==> src/rtl/camera_capture_pkg.sv <==
// camera_capture_pkg
// Shared types and default constants for the camera capture front end.
//   cap_state_t  : capture FSM states
//   beat_flags_t : packet framing flags carried alongside each pixel beat
package camera_capture_pkg;

    localparam int DEF_DATA_W     = 12;
    localparam int DEF_COORD_W    = 12;
    localparam int DEF_SKIP_W     = 4;
    localparam int DEF_FIFO_DEPTH = 16;
    localparam int STAT_CNT_W     = 16;

    typedef enum logic [2:0] {
        IDLE    = 3'd0,
        CAPTURE = 3'd1,
        SKIP    = 3'd2,
        DONE    = 3'd3,
        DROP    = 3'd4
    } cap_state_t;

    // Framing part of a beat; the full beat {data, sop, eop} is built in the
    // top where the data width parameter is known.
    typedef struct packed {
        logic sop;
        logic eop;
    } beat_flags_t;

endpackage

==> src/rtl/sync_fifo.sv <==
// sync_fifo
// Single-clock show-ahead FIFO with a registered head stage.
//   clk, rst_n      : clock, asynchronous active-low reset
//   srst            : synchronous flush
//   wr_en, wr_data  : write port (ignored when storage is full)
//   rd_en           : consume head beat when rd_valid is high
//   rd_data, rd_valid : registered head of queue
//   count           : total entries held, including the head register
// A written entry reaches the head register one cycle after the write.
module sync_fifo #(
    parameter int WIDTH = 14,
    parameter int DEPTH = 16
) (
    input  logic                     clk,
    input  logic                     rst_n,
    input  logic                     srst,
    input  logic                     wr_en,
    input  logic [WIDTH-1:0]         wr_data,
    input  logic                     rd_en,
    output logic [WIDTH-1:0]         rd_data,
    output logic                     rd_valid,
    output logic [$clog2(DEPTH):0]   count
);
    localparam int AW = $clog2(DEPTH);

    logic [WIDTH-1:0] mem_r [DEPTH];
    logic [AW-1:0]    wr_ptr_r;
    logic [AW-1:0]    rd_ptr_r;
    logic [AW:0]      mem_cnt_r;
    logic [AW:0]      mem_cnt_s;
    logic             out_valid_r;
    logic [WIDTH-1:0] out_data_r;
    logic             wr_ok_s;
    logic             pop_s;
    logic             load_s;

    // Handshake decode and storage occupancy update.
    always_comb begin
        wr_ok_s = wr_en && (mem_cnt_r != (AW+1)'(DEPTH));
        pop_s   = out_valid_r && rd_en;
        load_s  = (!out_valid_r || pop_s) && (mem_cnt_r != '0);
        case ({wr_ok_s, load_s})
            2'b10:   mem_cnt_s = mem_cnt_r + (AW+1)'(1);
            2'b01:   mem_cnt_s = mem_cnt_r - (AW+1)'(1);
            default: mem_cnt_s = mem_cnt_r;
        endcase
    end

    // Storage array write port.
    always_ff @(posedge clk) begin
        if (wr_ok_s) begin
            mem_r[wr_ptr_r] <= wr_data;
        end
    end

    // Pointers, occupancy and registered head stage.
    always_ff @(posedge clk or negedge rst_n) begin
        if (!rst_n) begin
            wr_ptr_r    <= '0;
            rd_ptr_r    <= '0;
            mem_cnt_r   <= '0;
            out_valid_r <= 1'b0;
            out_data_r  <= '0;
        end else if (srst) begin
            wr_ptr_r    <= '0;
            rd_ptr_r    <= '0;
            mem_cnt_r   <= '0;
            out_valid_r <= 1'b0;
            out_data_r  <= '0;
        end else begin
            mem_cnt_r <= mem_cnt_s;
            if (wr_ok_s) begin
                wr_ptr_r <= wr_ptr_r + AW'(1);
            end
            if (load_s) begin
                rd_ptr_r    <= rd_ptr_r + AW'(1);
                out_valid_r <= 1'b1;
                out_data_r  <= mem_r[rd_ptr_r];
            end else if (pop_s) begin
                out_valid_r <= 1'b0;
                out_data_r  <= '0;
            end
        end
    end

    assign rd_data  = out_data_r;
    assign rd_valid = out_valid_r;
    assign count    = mem_cnt_r + (AW+1)'(out_valid_r);

endmodule

==> src/rtl/camera_stream_capture.sv <==
// camera_stream_capture
// Converts the sensor FVAL/LVAL/D pixel bus into an Avalon-ST video packet
// stream with crop window, frame decimation and overflow/short-frame
// terminators.
//   clk, reset_n                     : pixel clock, async active-low reset
//   cam_d, cam_fval, cam_lval        : raw sensor bus
//   cfg_enable, cfg_x0/y0/w/h, cfg_skip : capture configuration
//   st_data/valid/ready/sop/eop      : Avalon-ST source
//   stat_overflow, stat_frame_cnt, stat_clear : status and its clear
// The first LVAL of a frame is expected at least one clock after FVAL rises,
// which holds for the D8M sensor timing.
module camera_stream_capture
    import camera_capture_pkg::*;
#(
    parameter int DATA_W     = DEF_DATA_W,
    parameter int COORD_W    = DEF_COORD_W,
    parameter int SKIP_W     = DEF_SKIP_W,
    parameter int FIFO_DEPTH = DEF_FIFO_DEPTH
) (
    input  logic                  clk,
    input  logic                  reset_n,
    input  logic [DATA_W-1:0]     cam_d,
    input  logic                  cam_fval,
    input  logic                  cam_lval,
    input  logic                  cfg_enable,
    input  logic [COORD_W-1:0]    cfg_x0,
    input  logic [COORD_W-1:0]    cfg_y0,
    input  logic [COORD_W-1:0]    cfg_w,
    input  logic [COORD_W-1:0]    cfg_h,
    input  logic [SKIP_W-1:0]     cfg_skip,
    output logic [DATA_W-1:0]     st_data,
    output logic                  st_valid,
    input  logic                  st_ready,
    output logic                  st_sop,
    output logic                  st_eop,
    output logic                  stat_overflow,
    output logic [STAT_CNT_W-1:0] stat_frame_cnt,
    input  logic                  stat_clear
);
    localparam int CNT_W = $clog2(FIFO_DEPTH) + 1;

    typedef struct packed {
        logic [DATA_W-1:0] data;
        beat_flags_t       flags;
    } beat_t;

    logic [DATA_W-1:0]     d_r;
    logic                  fval_r, lval_r, fval_d_r, lval_d_r;
    logic [COORD_W-1:0]    x_r, y_r;
    logic [COORD_W-1:0]    sh_x0_r, sh_y0_r, sh_w_r, sh_h_r;
    logic [SKIP_W-1:0]     skip_cnt_r;
    cap_state_t            state_r, state_s;
    logic                  sop_seen_r;
    logic                  ovf_r;
    logic [STAT_CNT_W-1:0] frame_cnt_r;

    logic                  fval_rise_s, lval_fall_s;
    logic [COORD_W:0]      x_ext_s, y_ext_s, x_end_s, y_end_s;
    logic                  in_win_s, is_sop_s, is_eop_s, room_s;
    logic                  wr_en_s, set_ovf_s, start_cap_s, start_skip_s;
    beat_t                 wr_beat_s, rd_beat_s;
    logic                  rd_valid_s;
    logic [CNT_W-1:0]      fifo_cnt_s;

    // Input stage. FVAL copies reset high so that a frame already in flight
    // when reset releases cannot look like a rising edge.
    always_ff @(posedge clk or negedge reset_n) begin
        if (!reset_n) begin
            d_r      <= '0;
            fval_r   <= 1'b1;
            lval_r   <= 1'b0;
            fval_d_r <= 1'b1;
            lval_d_r <= 1'b0;
        end else begin
            d_r      <= cam_d;
            fval_r   <= cam_fval;
            lval_r   <= cam_lval;
            fval_d_r <= fval_r;
            lval_d_r <= lval_r;
        end
    end

    assign fval_rise_s = fval_r && !fval_d_r;
    assign lval_fall_s = !lval_r && lval_d_r;

    // Pixel coordinates and frame-start shadow of the crop window.
    always_ff @(posedge clk or negedge reset_n) begin
        if (!reset_n) begin
            x_r     <= '0;
            y_r     <= '0;
            sh_x0_r <= '0;
            sh_y0_r <= '0;
            sh_w_r  <= '0;
            sh_h_r  <= '0;
        end else begin
            x_r <= lval_r ? (x_r + COORD_W'(1)) : '0;
            if (fval_rise_s) begin
                y_r     <= '0;
                sh_x0_r <= cfg_x0;
                sh_y0_r <= cfg_y0;
                sh_w_r  <= cfg_w;
                sh_h_r  <= cfg_h;
            end else if (lval_fall_s) begin
                y_r <= y_r + COORD_W'(1);
            end
        end
    end

    // Window membership; one extra bit keeps x0+w from wrapping.
    always_comb begin
        x_ext_s  = {1'b0, x_r};
        y_ext_s  = {1'b0, y_r};
        x_end_s  = {1'b0, sh_x0_r} + {1'b0, sh_w_r};
        y_end_s  = {1'b0, sh_y0_r} + {1'b0, sh_h_r};
        in_win_s = fval_r && lval_r
                && (x_ext_s >= {1'b0, sh_x0_r}) && (x_ext_s < x_end_s)
                && (y_ext_s >= {1'b0, sh_y0_r}) && (y_ext_s < y_end_s);
        is_sop_s = (x_r == sh_x0_r) && (y_r == sh_y0_r);
        is_eop_s = (x_ext_s == x_end_s - (COORD_W+1)'(1))
                && (y_ext_s == y_end_s - (COORD_W+1)'(1));
        room_s   = fifo_cnt_s < CNT_W'(FIFO_DEPTH - 1);
    end

    // Capture FSM next state and FIFO write decision. A terminator is only
    // written once a SOP has gone out, so every packet stays well formed.
    always_comb begin
        state_s      = state_r;
        wr_en_s      = 1'b0;
        wr_beat_s    = '0;
        set_ovf_s    = 1'b0;
        start_cap_s  = 1'b0;
        start_skip_s = 1'b0;
        case (state_r)
            IDLE: begin
                if (fval_rise_s) begin
                    if (cfg_enable && (skip_cnt_r == '0)) begin
                        state_s     = CAPTURE;
                        start_cap_s = 1'b1;
                    end else begin
                        state_s      = SKIP;
                        start_skip_s = 1'b1;
                    end
                end else begin
                    state_s = IDLE;
                end
            end
            CAPTURE: begin
                if (!fval_r) begin
                    state_s = IDLE;
                    if (sop_seen_r) begin
                        wr_en_s             = 1'b1;
                        wr_beat_s.flags.eop = 1'b1;
                    end else begin
                        wr_en_s = 1'b0;
                    end
                end else if (in_win_s) begin
                    if (room_s) begin
                        wr_en_s             = 1'b1;
                        wr_beat_s.data      = d_r;
                        wr_beat_s.flags.sop = is_sop_s;
                        wr_beat_s.flags.eop = is_eop_s;
                        state_s             = is_eop_s ? DONE : CAPTURE;
                    end else begin
                        set_ovf_s = 1'b1;
                        state_s   = DROP;
                        if (sop_seen_r) begin
                            wr_en_s             = 1'b1;
                            wr_beat_s.flags.eop = 1'b1;
                        end else begin
                            wr_en_s = 1'b0;
                        end
                    end
                end else begin
                    state_s = CAPTURE;
                end
            end
            SKIP, DONE, DROP: begin
                if (!fval_r) begin
                    state_s = IDLE;
                end else begin
                    state_s = state_r;
                end
            end
            default: begin
                state_s = IDLE;
            end
        endcase
    end

    // FSM state, per-frame SOP tracking and decimation counter.
    always_ff @(posedge clk or negedge reset_n) begin
        if (!reset_n) begin
            state_r    <= IDLE;
            sop_seen_r <= 1'b0;
            skip_cnt_r <= '0;
        end else begin
            state_r <= state_s;
            if (start_cap_s) begin
                sop_seen_r <= 1'b0;
                skip_cnt_r <= cfg_skip;
            end else begin
                if (wr_en_s && wr_beat_s.flags.sop) begin
                    sop_seen_r <= 1'b1;
                end
                if (start_skip_s && (skip_cnt_r != '0)) begin
                    skip_cnt_r <= skip_cnt_r - SKIP_W'(1);
                end
            end
        end
    end

    // Status registers; a clear beats a same-cycle set or increment.
    always_ff @(posedge clk or negedge reset_n) begin
        if (!reset_n) begin
            ovf_r       <= 1'b0;
            frame_cnt_r <= '0;
        end else if (stat_clear) begin
            ovf_r       <= 1'b0;
            frame_cnt_r <= '0;
        end else begin
            if (set_ovf_s) begin
                ovf_r <= 1'b1;
            end
            if (wr_en_s && wr_beat_s.flags.sop) begin
                frame_cnt_r <= frame_cnt_r + STAT_CNT_W'(1);
            end
        end
    end

    sync_fifo #(
        .WIDTH (DATA_W + 2),
        .DEPTH (FIFO_DEPTH)
    ) u_fifo (
        .clk      (clk),
        .rst_n    (reset_n),
        .srst     (1'b0),
        .wr_en    (wr_en_s),
        .wr_data  (wr_beat_s),
        .rd_en    (st_ready),
        .rd_data  (rd_beat_s),
        .rd_valid (rd_valid_s),
        .count    (fifo_cnt_s)
    );

    assign st_data        = rd_beat_s.data;
    assign st_sop         = rd_beat_s.flags.sop;
    assign st_eop         = rd_beat_s.flags.eop;
    assign st_valid       = rd_valid_s;
    assign stat_overflow  = ovf_r;
    assign stat_frame_cnt = frame_cnt_r;

endmodule

==> config.mk <==
export PLATFORM = sky130hd
export DESIGN_NAME = camera_stream_capture
export DESIGN_NICKNAME = d
export VERILOG_FILES = /design/src/rtl/camera_capture_pkg.sv /design/src/rtl/sync_fifo.sv /design/src/rtl/camera_stream_capture.sv
export SDC_FILE = /design/constraint.sdc
export NUM_CORES = 1
export LEC_CHECK = 0
export BUFFER_PORTS_ARGS = -buffer_cell sky130_fd_sc_hd__buf_2
export CORE_MARGIN = 1
export CORE_UTILIZATION = 50
export CTS_BUF_LIST = sky130_fd_sc_hd__clkbuf_4
export CTS_CLUSTER_SIZE = 20
export DETAILED_ROUTE_END_ITERATION = 8
export MAX_ROUTING_LAYER = met4
export PLACE_DENSITY = 0.67
export SLEW_MARGIN = 10
export SYNTH_ARGS = -nofsm -noshare
export SYNTH_HDL_FRONTEND = slang
export SYNTH_HIERARCHICAL = 1
export SYNTH_SLANG_ARGS = --single-unit
==> constraint.sdc <==
create_clock -name clk -period 6.3 [get_ports clk]
set_input_delay 0.945 -clock clk [delete_from_list [all_inputs] [get_ports clk]]
set_output_delay 0.945 -clock clk [all_outputs]
set_load 0.005 [all_outputs]
==> After elaboration in Yosys (flattened, before gate mapping) <==
Memories as Yosys holds them, arrays and structs flattened.
Index checks and enable logic that the tools add are counted.
{ "totals": {"memories": 1, "word_cells": 130, "ram_bits": 224, "regBits": 141} }
{ "mem_list": {"columns": ["name", "depth", "word_bits", "rd", "rd_ports_with_merged_regs", "wr", "line", "source"], "rows": [
  ["u_fifo.mem_r", 16, 14, 1, 0, 1, "sync_fifo.sv:26", "logic [WIDTH-1:0] mem_r [DEPTH];"]
]} }
{ "classes": {"n_eq_ne": 12, "order_cmp": 5, "n_addsub": 13, "n_mux": 47, "n_reduce_logical": 31} }
{ "ops": {"columns": ["cell", "n"], "rows": [
  ["two-way mux 14 bit", 4],
  ["two-way mux 12 bit", 3],
  ["two-way mux 16 bit", 2],
  ["adder 12 x 12 -> 13 bit", 2],
  ["== test 12 x 13 -> 1 bit", 2],
  ["less-than comparator 12 x 13 -> 1 bit", 2],
  ["two-way mux 13 bit", 2],
  ["subtractor 13 x 1 -> 13 bit, second input constant", 2],
  ["two-way mux 1 bit", 25],
  ["adder 12 x 1 -> 12 bit, second input constant", 2],
  ["== test 12 bit", 2],
  [">= comparator 12 bit", 2],
  ["adder 16 x 1 -> 16 bit, second input constant", 1],
  ["logical AND 1 bit", 15],
  ["two-way mux 3 bit", 5],
  ["nonzero test 2 bit", 7],
  ["case mux 5 bit (2 select lines)", 1],
  ["case mux 3 bit (3 select lines)", 1],
  ["adder 4 x 1 -> 4 bit, second input constant", 2],
  ["two-way mux 4 bit", 2],
  ["== test 3 x 2 -> 1 bit, second input constant", 2],
  ["adder 5 x 1 -> 5 bit", 1],
  ["adder 5 x 1 -> 5 bit, second input constant", 1],
  ["less-than comparator 5 x 4 -> 1 bit, second input constant", 1],
  ["16 further kinds", 19]
]} }

==> Depth between registers and ports, before layout <==
{ "logic_depth": {"depth_word": 11, "mapped_depth": 26, "depth_no_buf": 26} }

==> Cells and area by module <==
Netlist, hierarchy kept.
{ "modules_own_cells": {"columns": ["mod", "instances", "cells_each", "seq_area_each_um2", "area_per_inst_um2"], "rows": [
  ["sync_fifo", 1, 518, 7427.1, 10212.3],
  ["camera_stream_capture", 1, 853, 2830.2, 7980.2]
]} }

==> Worst setup path before layout <==
Ideal clock, no wire load.
{ "synth_timing": {"kind": "register to register", "from": "register sh_y0_r[0]", "to": "memory u_fifo.mem_r[0][0] (enable)", "synth_period_minus_slack_ns": 5.341, "setup_time_ns": 0.403, "required_ns": 5.897, "path_stages_with_launch": 22, "setup_slack_ns": 0.959, "arrival_time_ns": 4.938, "cell_sequence": "dfrtp_1 > ha_1 > inv_1 > fa_1 > nor2b_1 > o21a_1 > o21ai_0 > nor2_1 > inv_1 > ha_1 > nand4_1 > nor2_1 > o31a_1 > o32ai_1 > a2111oi_1 > o211a_4 > nor3_2 > o221a_2 > inv_1 > a21oi_1 > nand2_1 > nor3_1"} }
{ "synth_via": {"elab_chain_cells": 9} }
{ "synth_lines": {"columns": ["item", "line", "source"], "rows": [
  ["start: declaration", "camera_stream_capture.sv:50", "logic [COORD_W-1:0] sh_x0_r, sh_y0_r, sh_w_r, sh_h_r;"],
  ["start signal: assignment", "camera_stream_capture.sv:100", "sh_y0_r <= cfg_y0;"],
  ["adder 12 x 12 -> 13 bit / >= comparator 12 bit (equally long branches)", "camera_stream_capture.sv:114, camera_stream_capture.sv:117", null],
  ["less-than comparator 12 x 13 -> 1 bit / logical AND 1 bit (equally long branches)", "camera_stream_capture.sv:117", "&& (y_ext_s >= {1'b0, sh_y0_r}) && (y_ext_s < y_end_s);"],
  ["logical AND 1 bit (*)", "camera_stream_capture.sv:117", null],
  ["two-way mux 1 bit (*)", "camera_stream_capture.sv:156", "end else if (in_win_s) begin"],
  ["two-way mux 1 bit (*)", "camera_stream_capture.sv:148", "if (!fval_r) begin"],
  ["two-way mux 1 bit (*)", "camera_stream_capture.sv:133", "case (state_r)"],
  ["net wr_en_s", "camera_stream_capture.sv:60", "logic wr_en_s, set_ovf_s, start_cap_s, start_skip_s;"],
  ["logical AND 1 bit (*)", "sync_fifo.sv:39", "wr_ok_s = wr_en && (mem_cnt_r != (AW+1)'(DEPTH));"],
  ["two-way mux 1 bit (*)", "sync_fifo.sv:51", "if (wr_ok_s) begin"],
  ["two-way mux 1 bit (not written as such) (*)", "sync_fifo.sv:52", "mem_r[wr_ptr_r] <= wr_data;"],
  ["end: declaration", "sync_fifo.sv:26", null]
]} }
The timed path passes the listed nets; every way through them passes the cells marked *.

==> Final worst setup path <==
{ "layout_timing": {"from": "register sh_y0_r[0]", "to": "register u_fifo.mem_cnt_r[4]"} }
{ "layout_via": {"elab_chain_cells": 9} }
{ "layout_lines": {"columns": ["item", "line", "source"], "rows": [
  ["adder 12 x 12 -> 13 bit / >= comparator 12 bit (equally long branches)", "camera_stream_capture.sv:114, camera_stream_capture.sv:117", null],
  ["less-than comparator 12 x 13 -> 1 bit / logical AND 1 bit (equally long branches)", "camera_stream_capture.sv:117", null],
  ["logical AND 1 bit (*)", "camera_stream_capture.sv:117", null],
  ["two-way mux 1 bit (*)", "camera_stream_capture.sv:156", null],
  ["two-way mux 1 bit (*)", "camera_stream_capture.sv:148", null],
  ["two-way mux 1 bit (*)", "camera_stream_capture.sv:133", null],
  ["net wr_en_s", "camera_stream_capture.sv:60", null],
  ["logical AND 1 bit (*)", "sync_fifo.sv:39", null],
  ["== test 2 x 1 -> 1 bit / == test 2 bit (equally long branches)", "sync_fifo.sv:42", "case ({wr_ok_s, load_s})"],
  ["case mux 5 bit (2 select lines) / nonzero test 2 bit (equally long branches)", null, null],
  ["end signal: assignment", "sync_fifo.sv:71", "mem_cnt_r <= mem_cnt_s;"],
  ["end: declaration", "sync_fifo.sv:29", "logic [AW:0] mem_cnt_r;"]
]} }
Marks and branches as above.
A chain may end at the register's enable or synchronous reset.

==> run_results.csv <==
group,metric,value,unit
grt,grt_pass1_wl,64200,um
logic_synthesis,synth-simple-area-share,0.106,
place,place_congestion,0.878,
die,rows,69,
logic_synthesis,synth_xor_area_frac,0.0440,
route,drt_wl_total,40200,um
worst_hold_path,hp-class,"input port to register",
logic_synthesis,yosys.area_share.adder,0.0613,
final_layout,drive_gt1_frac,0.255,
final_layout,final_cell_area,20500,um^2
critical_path,r2r_start,"sh_y0_r[0]",
critical_path,cp.required,6.89,ns
clock_tree,clkSinkCount,365,
logic_synthesis,synth_compound_area_frac,0.0936,
place,dpl-instance-area,19200,um^2
clock_tree,cts_resized,0,
route,first_pass_iters,7,
die,io_pins,103,
logic_synthesis,syn_area,18200,um^2
worst_hold_path,hold_start,"cam_lval",
critical_path,cp-end-kind,"register",
final_layout,nets,1701,
route,drt-initial-drc-count,723,
clock_tree,clockRootBuffer,"clkbuf_4",
sta,period_share,0.894,
critical_path,r2r_slack,0.67,ns
sta,final_hold_viol_count,0,
grt,grt_pass1_vias,11996,
die,die_w,193,um
logic_synthesis,synth.distinct_cells,93,
logic_synthesis,synthArstFlopShare,0.386,
logic_synthesis,ys_seq_area_frac,0.564,
power_and_ir_drop,power.density,330,nW/um^2
place,io_buffers,102,
sta,timing.slew.headroom,0.207,
logic_synthesis,syn_avg_cell_area,13.3,um^2
logic_synthesis,synthCells,1371,
clock_tree,postCtsHoldBufs,0,
final_layout,synthToLayoutAreaGrowth,12.6,%
place,dpl.hpwl,27200,um
clock_tree,clock_latency,0.79,ns
die,die_area,37200,um^2
job,drv_cap,0,
critical_path,path_class,"register to register",
critical_path,cp.arrival,6.23,ns
place,place_inst,1908,
logic_synthesis,muxShareOfSynthArea,0.104,
logic_synthesis,synth_edf_count,224,
sta,setup_tns,0,ns
die,start_util,0.510,
sta,rsz0062_at_grt,"no",
sta,min_period,5.63,ns
critical_path,crit_path_start,"sh_y0_r[0]",
sta,worstMarginPinSlew,1.19,ns
route,drc,8,
grt,antenna_found_initial,1,
sta,fin_skew,0.0715,ns
power_and_ir_drop,total_power,6.77,mW
logic_synthesis,synth_seq_cells,365,
critical_path,cp_max_fo,7,
clock_tree,clk_pin_slew,0.06,ns
final_layout,fill_cells,2932,
route,wire_per_inst,19.3,um
die,die_h,193,um
outcome,status,"finished, violations left",
clock_tree,clockBufferDepth,3,
die,coreArea,35700,um^2
place,post-place-ws,0.717,ns
grt,grt_max_degree,93,
power_and_ir_drop,p_leak,8.42,nW
logic_synthesis,ys.flop_type,"edfxtp_1",
power_and_ir_drop,ir_drop,0.194,mV
grt,grt_usage,0.235,
final_layout,finalNonFillerCells,2081,
sta,slew_viol_final,0,
logic_synthesis,yosysWarnings,6,
clock_tree,cts_tree,"built",
critical_path,cp-start-kind,"register",
route,vias_per_cell,5.59,
clock_tree,numCtsBuffers,93,
outcome,violations,"design-rule violations",
sta,fin_ws,0.667,ns
route,ant_nets,0,
grt,grt-ovfl-total,0,
route,vias,11632,
clock_tree,cts_setup_buffers,0,
sta,setup_viol,0,
logic_synthesis,synth_top_family_by_area,"simple AND/OR/NAND/NOR gates",
sta,fmax,178,MHz
clock_tree,cts_max_level,3,
[through the flow]
stage          hold slack (ns)  utilization
6_report                 0.278        0.575
5_1_grt                  0.212        0.575
4_1_cts                  0.181        0.575
3_5_place_dp             0.426        0.540
3_3_place_gp             0.428        0.540
2_1_floorplan            0.389            -
[kinds of logic (layout without fill, tap and decap cells)]
kind of cell / count (synthesis) / in the layout
adders and majority gates: 88 / 88
muxes: 115 / 115
DFF: 365 / 365
AOI/OAI and AO/OA: 231 / 231
other: 1 / 3
xor gates and xnor gates: 81 / 81
and+or+nand+nor: 377 / 377
buffers and inverters: 113 / 360
[registers in the layout, indices dropped and copies added, names as in the netlist, 3 cells and up]
name	flops
d_r	12
u_fifo/rd_ptr_r	4
skip_cnt_r	4
u_fifo/wr_ptr_r	4
sh_w_r	12
u_fifo/mem_r	224
sh_y0_r	12
x_r	12
y_r	12
state_r	3
sh_x0_r	12
stat_frame_cnt	16
u_fifo/rd_data	14
sh_h_r	12
u_fifo/mem_cnt_r	5
[layout make-up]
class | instances | area, um^2 | area share
tap | 461 | 577 | 0.0282
clock inverter | 27 | 153 | 0.00745
antenna | 1 | 2.50 | 0.000122
timing repair buffer | 129 | 719 | 0.0351
multi-input combinational | 894 | 7460 | 0.364
sequential | 365 | 10300 | 0.501
inverter | 59 | 221 | 0.0108
clock buffer | 145 | 1090 | 0.0531
[routing by layer]
metal / up-vias / share of wire / global-route usage
met5: - / 0 / -
met2: 262 / 0.50 / 0.384
met4: 0 / 0.020 / 0.0863
met1: 5725 / 0.44 / 0.292
li1: 5584 / - / -
met3: 61 / 0.048 / 0.0462
[synth_stat cells (all sizes together), types with 14 or more instances]
cell type	number	area, um^2
xnor2	35	314
mux2i	34	340
mux4	56	1260
clkbuf	26	97.6
dfrtp	139	3480
mux2	25	282
o21ai	57	297
o211ai	14	124
and3	15	93.8
nor2b	16	100
nand2	87	327
and2	27	169
inv	59	221
ha	86	1080
edfxtp	224	6730
buf	28	184
nor2	92	345
nand3	38	190
nand4	23	144
a21o	15	113
nor3	19	100
xor2	40	350
a21oi	42	218
[path summary, 6_finish.rpt]
| check | endpoint | cells after the start |
|---|---|---|
| setup / recovery | u_fifo/mem_cnt_r[4] | 26 |
| hold / removal | lval_r | 1 |
| setup reg to reg | u_fifo/mem_cnt_r[4] | 26 |
| hold reg to reg | fval_d_r | 0 |
| max in group asynchronous | d_r[4] | 2 |
| min in group asynchronous | y_r[6] | 1 |
[critical path, stage by stage (launching register included)]
cell       delay, ns
dfrtp_1         0.38
ha_1            0.20
inv_1           0.06
fa_1            0.39
nor2b_1         0.18
o21a_1          0.28
o21ai_0         0.18
nor2_1          0.29
inv_1           0.08
ha_1            0.33
nand4_1         0.10
nor2_1          0.11
o31a_1          0.17
o32ai_1         0.10
a2111oi_1       0.48
o211a_4         0.27
nor3_2          0.06
o221a_2         0.37
o41ai_4         0.11
o211ai_4        0.19
nand2_1         0.11
nand2_1         0.05
ha_1            0.27
o31a_1          0.27
o21ai_0         0.17
mux2_2          0.18
nand4_1         0.10
[where the power goes]
part	switching, mW	internal [mW]	total, mW
registers	0.196	2.64	2.84
logic	0.965	0.900	1.87
clock network	0.967	1.09	2.06
[cell usage in the layout (no fill, tap or decap), drive strengths merged, types with 27 or more instances in the layout]
master and n:
edfxtp 224, clkbuf 145, dfrtp 139, buf 129
nor2 92, nand2 87, ha 86, inv 62
o21ai 57, mux4 56, a21oi 42, xor2 40
nand3 38, xnor2 35, mux2i 34, and2 27
Note: power is estimated with default switching activity, not from simulation.
